===== src/rtl/step_sequencer.sv =====
// Drum step sequencer: per-lane 8-step patterns, step timer and one-cycle trigger pulses.
// Optional swing timing on odd steps is enabled by defining SEQ_SWING_EN.
module step_sequencer #(
    parameter int NUM_INS    = 4,
    parameter int STEPS      = 8,
    parameter int PERIOD_W   = 28,
    parameter int MIN_PERIOD = 16
) (
    input  logic                       clk,
    input  logic                       reset,
    input  logic                       start,
    input  logic                       stop,
    input  logic [PERIOD_W-1:0]        step_period,
    input  logic                       pat_wr_en,
    input  logic [1:0]                 pat_wr_sel,
    input  logic [STEPS-1:0]           pat_wr_data,
    output logic [NUM_INS-1:0]         trig,
    output logic [$clog2(STEPS)-1:0]   step,
    output logic                       playing,
    output logic                       bar_start,
    output logic                       pending
);

    localparam int SW = $clog2(STEPS);
    localparam int CW = PERIOD_W + 1;  // headroom for period + swing

    typedef enum logic {IDLE, PLAY} state_t;

    state_t             state_q, state_d;
    logic [CW-1:0]      cnt_q, cnt_d;
    logic [SW-1:0]      step_q, step_d, step_inc;
    logic [NUM_INS-1:0] trig_q, trig_d;
    logic               bar_q, bar_d;
    logic               pend_q, pend_d;
    logic [STEPS-1:0]   act_q [NUM_INS];
    logic [STEPS-1:0]   act_d [NUM_INS];
    logic [STEPS-1:0]   shd_q [NUM_INS];
    logic [STEPS-1:0]   shd_d [NUM_INS];
    logic [PERIOD_W-1:0] eff_q, eff_d, eff_new;
    logic [CW-1:0]      bar_reload, run_reload;

    assign eff_new  = (step_period < PERIOD_W'(MIN_PERIOD)) ? PERIOD_W'(MIN_PERIOD) : step_period;
    assign step_inc = step_q + 1'b1;

`ifdef SEQ_SWING_EN
    // step 0 is even, so a bar always opens with the lengthened interval
    assign bar_reload = CW'(eff_new) + CW'(eff_new >> 2) - CW'(1);
    assign run_reload = step_inc[0] ? CW'(eff_q) - CW'(eff_q >> 2) - CW'(1)
                                    : CW'(eff_q) + CW'(eff_q >> 2) - CW'(1);
`else
    assign bar_reload = CW'(eff_new) - CW'(1);
    assign run_reload = CW'(eff_q) - CW'(1);
`endif

    always_ff @(posedge clk or posedge reset) begin
        if (reset) begin
            state_q <= IDLE;
            cnt_q   <= '0;
            step_q  <= '0;
            trig_q  <= '0;
            bar_q   <= 1'b0;
            pend_q  <= 1'b0;
            eff_q   <= '0;
            for (int unsigned i = 0; i < NUM_INS; i++) begin
                act_q[i] <= '0;
                shd_q[i] <= '0;
            end
        end else begin
            state_q <= state_d;
            cnt_q   <= cnt_d;
            step_q  <= step_d;
            trig_q  <= trig_d;
            bar_q   <= bar_d;
            pend_q  <= pend_d;
            eff_q   <= eff_d;
            act_q   <= act_d;
            shd_q   <= shd_d;
        end
    end

    always_comb begin
        state_d = state_q;
        cnt_d   = cnt_q;
        step_d  = step_q;
        trig_d  = '0;
        bar_d   = 1'b0;
        pend_d  = pend_q;
        eff_d   = eff_q;
        act_d   = act_q;
        shd_d   = shd_q;

        if (pat_wr_en)
            shd_d[pat_wr_sel] = pat_wr_data;

        if (stop) begin
            state_d = IDLE;
            cnt_d   = '0;
            step_d  = '0;
            act_d   = shd_d;
            pend_d  = 1'b0;
        end else if (start) begin
            state_d = PLAY;
            step_d  = '0;
            bar_d   = 1'b1;
            eff_d   = eff_new;
            cnt_d   = bar_reload;
            // In IDLE shadow == active, so shd_q is the committed set either way
            for (int unsigned i = 0; i < NUM_INS; i++)
                trig_d[i] = shd_q[i][0];
            if (state_q == IDLE) begin
                act_d  = shd_d;
                pend_d = 1'b0;
            end else begin
                act_d  = shd_q;
                pend_d = pat_wr_en;
            end
        end else if (state_q == IDLE) begin
            act_d = shd_d;
        end else begin
            if (pat_wr_en)
                pend_d = 1'b1;
            if (cnt_q == '0) begin
                step_d = step_inc;
                if (step_inc == '0) begin
                    // commit uses the pre-write shadow; a same-cycle write waits a bar
                    bar_d  = 1'b1;
                    eff_d  = eff_new;
                    cnt_d  = bar_reload;
                    act_d  = shd_q;
                    pend_d = pat_wr_en;
                    for (int unsigned i = 0; i < NUM_INS; i++)
                        trig_d[i] = shd_q[i][0];
                end else begin
                    cnt_d = run_reload;
                    for (int unsigned i = 0; i < NUM_INS; i++)
                        trig_d[i] = act_q[i][step_inc];
                end
            end else begin
                cnt_d = cnt_q - CW'(1);
            end
        end
    end

    assign trig      = trig_q;
    assign step      = step_q;
    assign playing   = (state_q == PLAY);
    assign bar_start = bar_q;
    assign pending   = pend_q;

endmodule


===== config.mk =====
export PLATFORM = sky130hd
export DESIGN_NAME = step_sequencer
export DESIGN_NICKNAME = d
export VERILOG_FILES = /design/src/rtl/step_sequencer.sv
export SDC_FILE = /design/constraint.sdc
export NUM_CORES = 1
export LEC_CHECK = 0
export CAP_MARGIN = 0
export CORE_ASPECT_RATIO = 0.9
export CORE_MARGIN = 2
export CORE_UTILIZATION = 25
export CTS_CLUSTER_DIAMETER = 150
export DETAILED_ROUTE_END_ITERATION = 7
export SLEW_MARGIN = 30
export SYNTH_ARGS = -nofsm -noshare
export SYNTH_HDL_FRONTEND = slang
export SYNTH_SLANG_ARGS = --single-unit

===== constraint.sdc =====
create_clock -name clk -period 6.4 [get_ports clk]
set_input_delay 1.92 -clock clk [delete_from_list [all_inputs] [get_ports clk]]
set_output_delay 1.92 -clock clk [all_outputs]
set_load 0.01 [all_outputs]

==> summary.md, run 1 <==
| Metric | Value |
|---|---|
| Slew margin rel. | `between 30% and 40%` |
| Drt via density | `around 5.2` |
| Commonest non-fill, non-tap cells in the layout | `nand2_1 (175), dfrtp_1 (131), nor2_1 (76)` |
| First-pass GRT wire length | `38.3 mm` |
| Antenna violations before repair | `1` |
| Max H-tree Level | `4` |
| Met3 Track Usage GR | `slightly above 3%` |
| Pwr dens | `between 200 and 300 mW/mm²` |
| Cell taking the most area after synthesis | `dfrtp_1` |
| Fin Clk Skew | `0.0110 ns` |
| Final setup viols | `0` |
| GRT Util Overall | `about 15%` |
| Met2 Usage GRT | `between 20% and 30%` |
| Post-synth ARST share | `100%` |
| Distinct cells, synth | `64` |
| Max Fclk | `approximately 190 MHz` |
| Avg Cell Area, Syn | `just under 9 µm²` |
| TritonRoute pass-1 iters | `5` |
| Num rows | `60` |
| Skew-Pair Late Insertion Delay | `0.43 ns` |
| Worst path most repeated cell | `nand2_1` |
| CP Launch Point | `step_period[5]` |
| CTS Buffer Depth | `2` |
| # port buffers | `52` |
| Hold Path Origin | `shd_q[16]` |
| Layout cells sized above 1 | `around an eighth` |
| Crit-path slowest cell | `or4_1` |
| R2R Setup Slk | `approximately 2.5 ns` |
| Drt first-iter violations | `roughly 570` |
| Antenna-violating nets left | `0` |
| Layout fillers | `3163` |
| Post-CTS Resized | `0` |
| Worst hold-check path type | `flip-flop to flip-flop` |
| Mapped Area | `about 0.0077 mm²` |
| Startpoint Class | `input port` |
| M1 GR Usage | `21.3%` |
| Dpl hpwl | `~17 mm` |
| Yosys reg bits | `around 130` |
| Initial Utilization | `between 20% and 30%` |
| Final Slew Violations | `0` |
| Period utilization | `80.9%` |
| Core area | `between 0.03 and 0.04 mm²` |
| TritonCTS clock tree | `done` |
| R2R Path Start | `cnt_q[0]` |
| Peak per-stage delay on the critical path | `0.67 ns` |
| P&R area growth vs syn | `20.3%` |
| Max-cap violations | `0` |
| Total number of vias | `roughly 6.8k` |
| CTS buffer count | `17` |
| Critical path class | `input port to flip-flop` |
| Status | `finished clean` |
| R2R cell count | `8` |
| Pin count of the biggest net entering global routing | `100` |
| Worst slew pin tran | `between 1 and 1.5 ns` |
| Critical-path cell list | `clkdlybuf4s50_1 -> or4_1 -> nor4_2 -> buf_4 -> nand2_1 -> nand2_1 -> ha_1 -> nand2_1 -> a21oi_1 -> nor2b_1 -> xnor2_1 -> a211oi_1` |
| Crit Path Max Fanout | `9` |
| Post-synthesis instance total | `between 800 and 900` |
| Worst VDD drop | `roughly 250 µV` |
| FF-to-FF End | `cnt_q[3]` |
| I/O pin cnt | `53` |
| CP required | `slightly below 7 ns` |
| Final setup TNS | `0 ns` |
| Avg WL per Cell | `18.6 µm` |
| Period minus WS final | `roughly 5.2 ns` |
| WHS Path Cells | `2` |
| Final nets | `around 950` |
| Cts hold-fix bufs | `0` |
| Number of synthesized flops with an enable pin | `0` |
| # Post-CTS Setup Buffers | `0` |
| Die area | `about 0.032 mm²` |
| Warnings from Yosys | `0` |
| Arr. time, crit path | `5.51 ns` |
| Number of global-route vias before repair | `between 6k and 7k` |
| Commonest non-fill, non-tap cell in the layout | `nand2_1` |
| Global route hottest layer | `met2` |
| Post-synth top area share | `42.8%` |
| Seq/Total Area, Yosys | `around 43%` |
| Die span in y | `between 150 and 200 µm` |
| CTS clk-pin slew, worst paths | `about 0.060 ns` |
| Drt drc | `0` |
| Post-Route WL | `around 24 mm` |
| Largest cells by area after synthesis | `dfrtp_1 (43%), nand2_1 (8.6%), mux2_2 (4.9%)` |
| Root Buffer | `clkbuf_16` |
| Diode count | `0` |
| CP Capture Point | `cnt_q[6]` |
| Leak | `3.67 nW` |
| Routability congestion estimate from global placement | `approximately 0.95` |
| Final Hold Fails | `0` |
| Clk sinks | `131` |
| Die width | `189 µm` |
| Synth Net Count | `913` |
| Tot Pwr | `between 2 and 3 mW` |
| Unrepaired setup endpoints after global routing | `no` |
| Setup crit end kind | `flip-flop` |
| GRT overflow | `0` |
| Top_reg_cell synth | `dfrtp_1` |
kinds of logic (layout without fill, tap and decap cells):
logic type	count (synthesis)	in the layout	share of synthesized area, %
AOI/OAI and AO/OA	155	155	13.2
xor gates and xnor gates	59	59	6.75
adders and majority gates	5	5	0.817
buffers and inverters	62	111	3.25
DFF	131	131	42.8
muxes	49	49	8.25
and+or+nand+nor	404	404	24.9
stage by stage:
stage	area, µm²	utilization (%)	setup slack (ns)	hold WS (ns)	instances
global placement	8640	28.8	0.923	0.490	1285
global route	9220	30.7	0.915	0.541	1317
floorplan	7660	-	0.982	0.459	865
detailed placement	8640	28.8	0.805	0.496	1285
finish	9220	30.7	1.22	0.506	1317
CTS	9210	30.7	1.25	0.511	1317
sequential cells by signal, summed over array words and instances (netlist names):
register	cells
step	3
playing	1
shd_q	32
trig	4
bar_start	1
eff_q	28
cnt_q	29
act_q	32
pending	1
final cells by class:
type                    count  area [µm²]  area share, %
clock buffers              17         425           4.62
clock inverters            15         144           1.56
inverters                  12        52.6          0.570
multi-input cells         672        4180           45.4
flip-flops and latches    131        3280           35.6
well taps                 403         504           5.47
repair buffers             67         633           6.87
where the power goes:
group	switching (mW)	leakage (nW)	internal, mW
Combinational	0.285	1.78	0.214
Sequential	0.107	1.62	0.953
Clock	0.435	0.273	0.516
Total	0.827	3.67	1.68
metal layers:
metal | share of wire [%] | vias to the layer above
met3 | 6.6 | 35
met1 | 46 | 3351
li1 | - | 3186
met2 | 46 | 262
met5 | 0.045 | -
met4 | 1.9 | 2
worst min path at each step:
stage / endpoint / slack [ns]
2_1_floorplan: eff_q[7] / 0.46
3_3_place_gp: eff_q[3] / 0.49
3_5_place_dp: trig[1] / 0.50
4_1_cts: trig[1] / 0.51
5_1_grt: shd_q[2] / 0.54
6_report: trig[1] / 0.51
worst max-delay path: cells and delay by family:
family,cells,cell delay [ns]
AND/OR/NAND/NOR,6,1.61
AO/OA/AOI/OAI,2,0.89
buffers and inverters,2,0.71
adder cells (fa/ha/maj),1,0.28
XOR/XNOR,1,0.08
cells in the mapped netlist, drive strengths merged, types with 4 or more instances:
cell type	n
xnor2	28
nand2	175
nand4b	6
a211oi	10
inv	12
a221oi	4
nand3	21
or3	12
mux2i	8
or2	7
a22oi	9
o211ai	4
nor2	77
mux4	8
ha	5
xor2	31
o31ai	4
buf	8
a21oi	33
dfrtp	131
clkbuf	42
o21ai	28
nor3	38
and2	6
nor4	21
a31oi	34
nand4	8
mux2	33
nand3b	4
or4	14
(Power assumes the default switching activity.)
==> inputs of run 2 (changes only) <==
==> constraint.sdc (replaced) <==
create_clock -name clk -period 5.3 [get_ports clk]
set_input_delay 1.59 -clock clk [delete_from_list [all_inputs] [get_ports clk]]
set_output_delay 1.59 -clock clk [all_outputs]
set_load 0.01 [all_outputs]
==> run 2 against run 1 <==
Compared with the run above: clock power grew 31%; global-route usage down 0.16 points; non-clock buffer count increased by 4; combinational power up 21%; critical path depth stayed put; utilization increased by 0.28 points; cell area is 0.92% higher; count of clock-buffer cells in the layout is the same; register-to-register slack got worse by 0.79 ns; clock skew up 0.0012 ns; critical path type unchanged; critical endpoint is now cnt_q[8]; largest cell class unchanged; highest routed layer unchanged.
==> summary.md, run 2 (synthesized netlist as in run 1, its figures left out) <==
| Metric | Value |
|---|---|
| Tot Pwr | `3.14 mW` |
| Final nets | `between 900 and 1k` |
| P_int | `between 2 and 2.5 mW` |
| Die width | `about 190 µm` |
| Slew margin rel. | `between 30% and 40%` |
| Worst slew pin tran | `between 0.9 and 1 ns` |
| Gate power share | `between 10% and 20%` |
| Initial Utilization | `between 20% and 30%` |
| Num rows | `60` |
| CTS buffer count | `17` |
| Crit Path Max Fanout | `8` |
| Dpl hpwl | `around 17 mm` |
| Peak per-stage delay on the critical path | `~0.65 ns` |
| First-pass GRT wire length | `between 30 and 40 mm` |
| WL met3 | `1.58 mm` |
| Antenna-violating nets left | `0` |
| Final setup TNS | `0 ns` |
| Startpoint Class | `input port` |
| CTS clk-pin slew, worst paths | `about 0.07 ns` |
| Post-Route WL | `roughly 24 mm` |
| Worst hold-check path type | `flip-flop to flip-flop` |
| Worst path most repeated cell | `nand2_1` |
| # Post-CTS Setup Buffers | `0` |
| CP required | `5.65 ns` |
| P&R area growth vs syn | `21.4%` |
| Critical path class | `input port to flip-flop` |
| Core area | `between 0.03 and 0.04 mm²` |
| Die area | `around 0.032 mm²` |
| Die span in y | `170 µm` |
| Max Used Layer | `met5` |
| Skew-Pair Late Insertion Delay | `approximately 0.43 ns` |
| Post-CTS Resized | `0` |
| Inst Count DP | `roughly 1.3k` |
| Total number of vias | `slightly below 7k` |
| Leak | `3.71 nW` |
| Arr. time, crit path | `4.96 ns` |
| Period utilization | `87.0%` |
| I/O pin cnt | `53` |
| GRT overflow | `0` |
| # port buffers | `52` |
| Final Hold Fails | `0` |
| Avg WL per Cell | `between 15 and 20 µm` |
| Leading registers by flop count | `act_q: 32 flops, shd_q: 32 flops, cnt_q: 29 flops` |
| Sw Ratio | `around a third` |
| CTS Buffer Depth | `2` |
| Setup crit end kind | `flip-flop` |
| Final setup viols | `0` |
| Root Buffer | `clkbuf_16` |
| GRT Util Overall | `between 10% and 20%` |
| Period minus WS final | `roughly 4.6 ns` |
| Layout cells sized above 1 | `about an eighth` |
| DRT met1 WL | `about 11 mm` |
| Layout Cells excl Fill | `between 1k and 1.5k` |
| CP Buf/Inv Count | `2` |
| Pwr dens | `337 mW/mm²` |
| Drt via density | `about 5.2` |
| Drt first-iter violations | `645` |
| Flop pwr share | `around 41%` |
| Unrepaired setup endpoints after global routing | `no` |
| Max Fclk | `around 220 MHz` |
| Worst VDD drop | `218 µV` |
| Antenna violations before repair | `1` |
| TritonRoute pass-1 iters | `5` |
| Crit-path slowest cell | `or4_1` |
| Routability congestion estimate from global placement | `between 0.9 and 1` |
| Cts hold-fix bufs | `0` |
| Final Slew Violations | `0` |
| TritonCTS clock tree | `done` |
| Fin Clk Skew | `about 0.012 ns` |
| Number of global-route vias before repair | `6648` |
| Clk sinks | `between 100 and 150` |
| Status | `finished clean` |
| Diode count | `0` |
| Drt drc | `0` |
| Clock power frac | `39.8%` |
| Commonest non-fill, non-tap cells in the layout | `nand2_1 (175), dfrtp_1 (131), nor2_1 (76)` |
| Switching power | `roughly 1 mW` |
| Max-cap violations | `0` |
| Critical-path cell list | `clkdlybuf4s50_1 -> or4_1 -> nor4bb_1 -> nand2_1 -> nand2_1 -> ha_1 -> nand2_1 -> a21oi_1 -> buf_4 -> nand3b_1 -> xor2_1 -> a211oi_1` |
| Pin count of the biggest net entering global routing | `86` |
| Met2 routed WL | `10.9 mm` |
| Commonest non-fill, non-tap cell in the layout | `nand2_1` |
| Max H-tree Level | `4` |
| Crit-path leading delay family | `simple AND/OR/NAND/NOR gates` |
## run 2: worst paths after layout
path | start | end | slack [ns] | depth (start not counted)
min in group asynchronous | reset | eff_q[27] | 1.70 | 2
max | step_period[20] | cnt_q[8] | 0.69 | 12
max in group asynchronous | reset | act_q[28] | 2.70 | 3
min reg2reg | cnt_q[28] | cnt_q[28] | 0.52 | 1
max reg2reg | cnt_q[5] | cnt_q[3] | 1.70 | 6
min | cnt_q[28] | cnt_q[28] | 0.52 | 1
## run 2: metal layers
metal	vias up	GRT usage [%]
met4	2	5.67
met2	274	23.9
met5	-	0
li1	3195	-
met3	44	2.74
met1	3393	21.1
## run 2: worst register-to-register path, cell delays in order, from the launching register on
cell	delay (ns)
dfrtp_1	0.45
or4_4	0.62
nor4_2	0.72
nand3_1	0.82
or3_1	0.60
a31oi_1	0.19
o21ai_0	0.09
## run 2: final cells by class
class / count / area (µm²)
clock buffer: 17 / 425
tap: 403 / 504
clock inverter: 15 / 191
multi-input combinational: 672 / 4180
timing repair buffer: 71 / 676
fill: 3132 / 20700
inverter: 12 / 50.0
sequential: 131 / 3280
## run 2: power groups by stage
stage / combinational [mW] / clock (mW) / sequential, mW
floorplan: 0.431 / 0 / 1.25
global placement: 0.584 / 0 / 1.29
detailed placement: 0.595 / 0 / 1.30
CTS: 0.600 / 1.26 / 1.28
global route: 0.670 / 1.31 / 1.30
finish: 0.605 / 1.25 / 1.28
## run 2: stage by stage
step | util [%] | instance area (µm²) | hold WS [ns] | worst slack, ns
6_report | 31.0 | 9300 | 0.525 | 0.687
5_1_grt | 31.0 | 9300 | 0.544 | 0.415
4_1_cts | 31.0 | 9300 | 0.522 | 0.741
3_5_place_dp | 28.9 | 8690 | 0.504 | 0.269
3_3_place_gp | 28.9 | 8680 | 0.499 | 0.450
2_1_floorplan | - | 7660 | 0.459 | 0.212
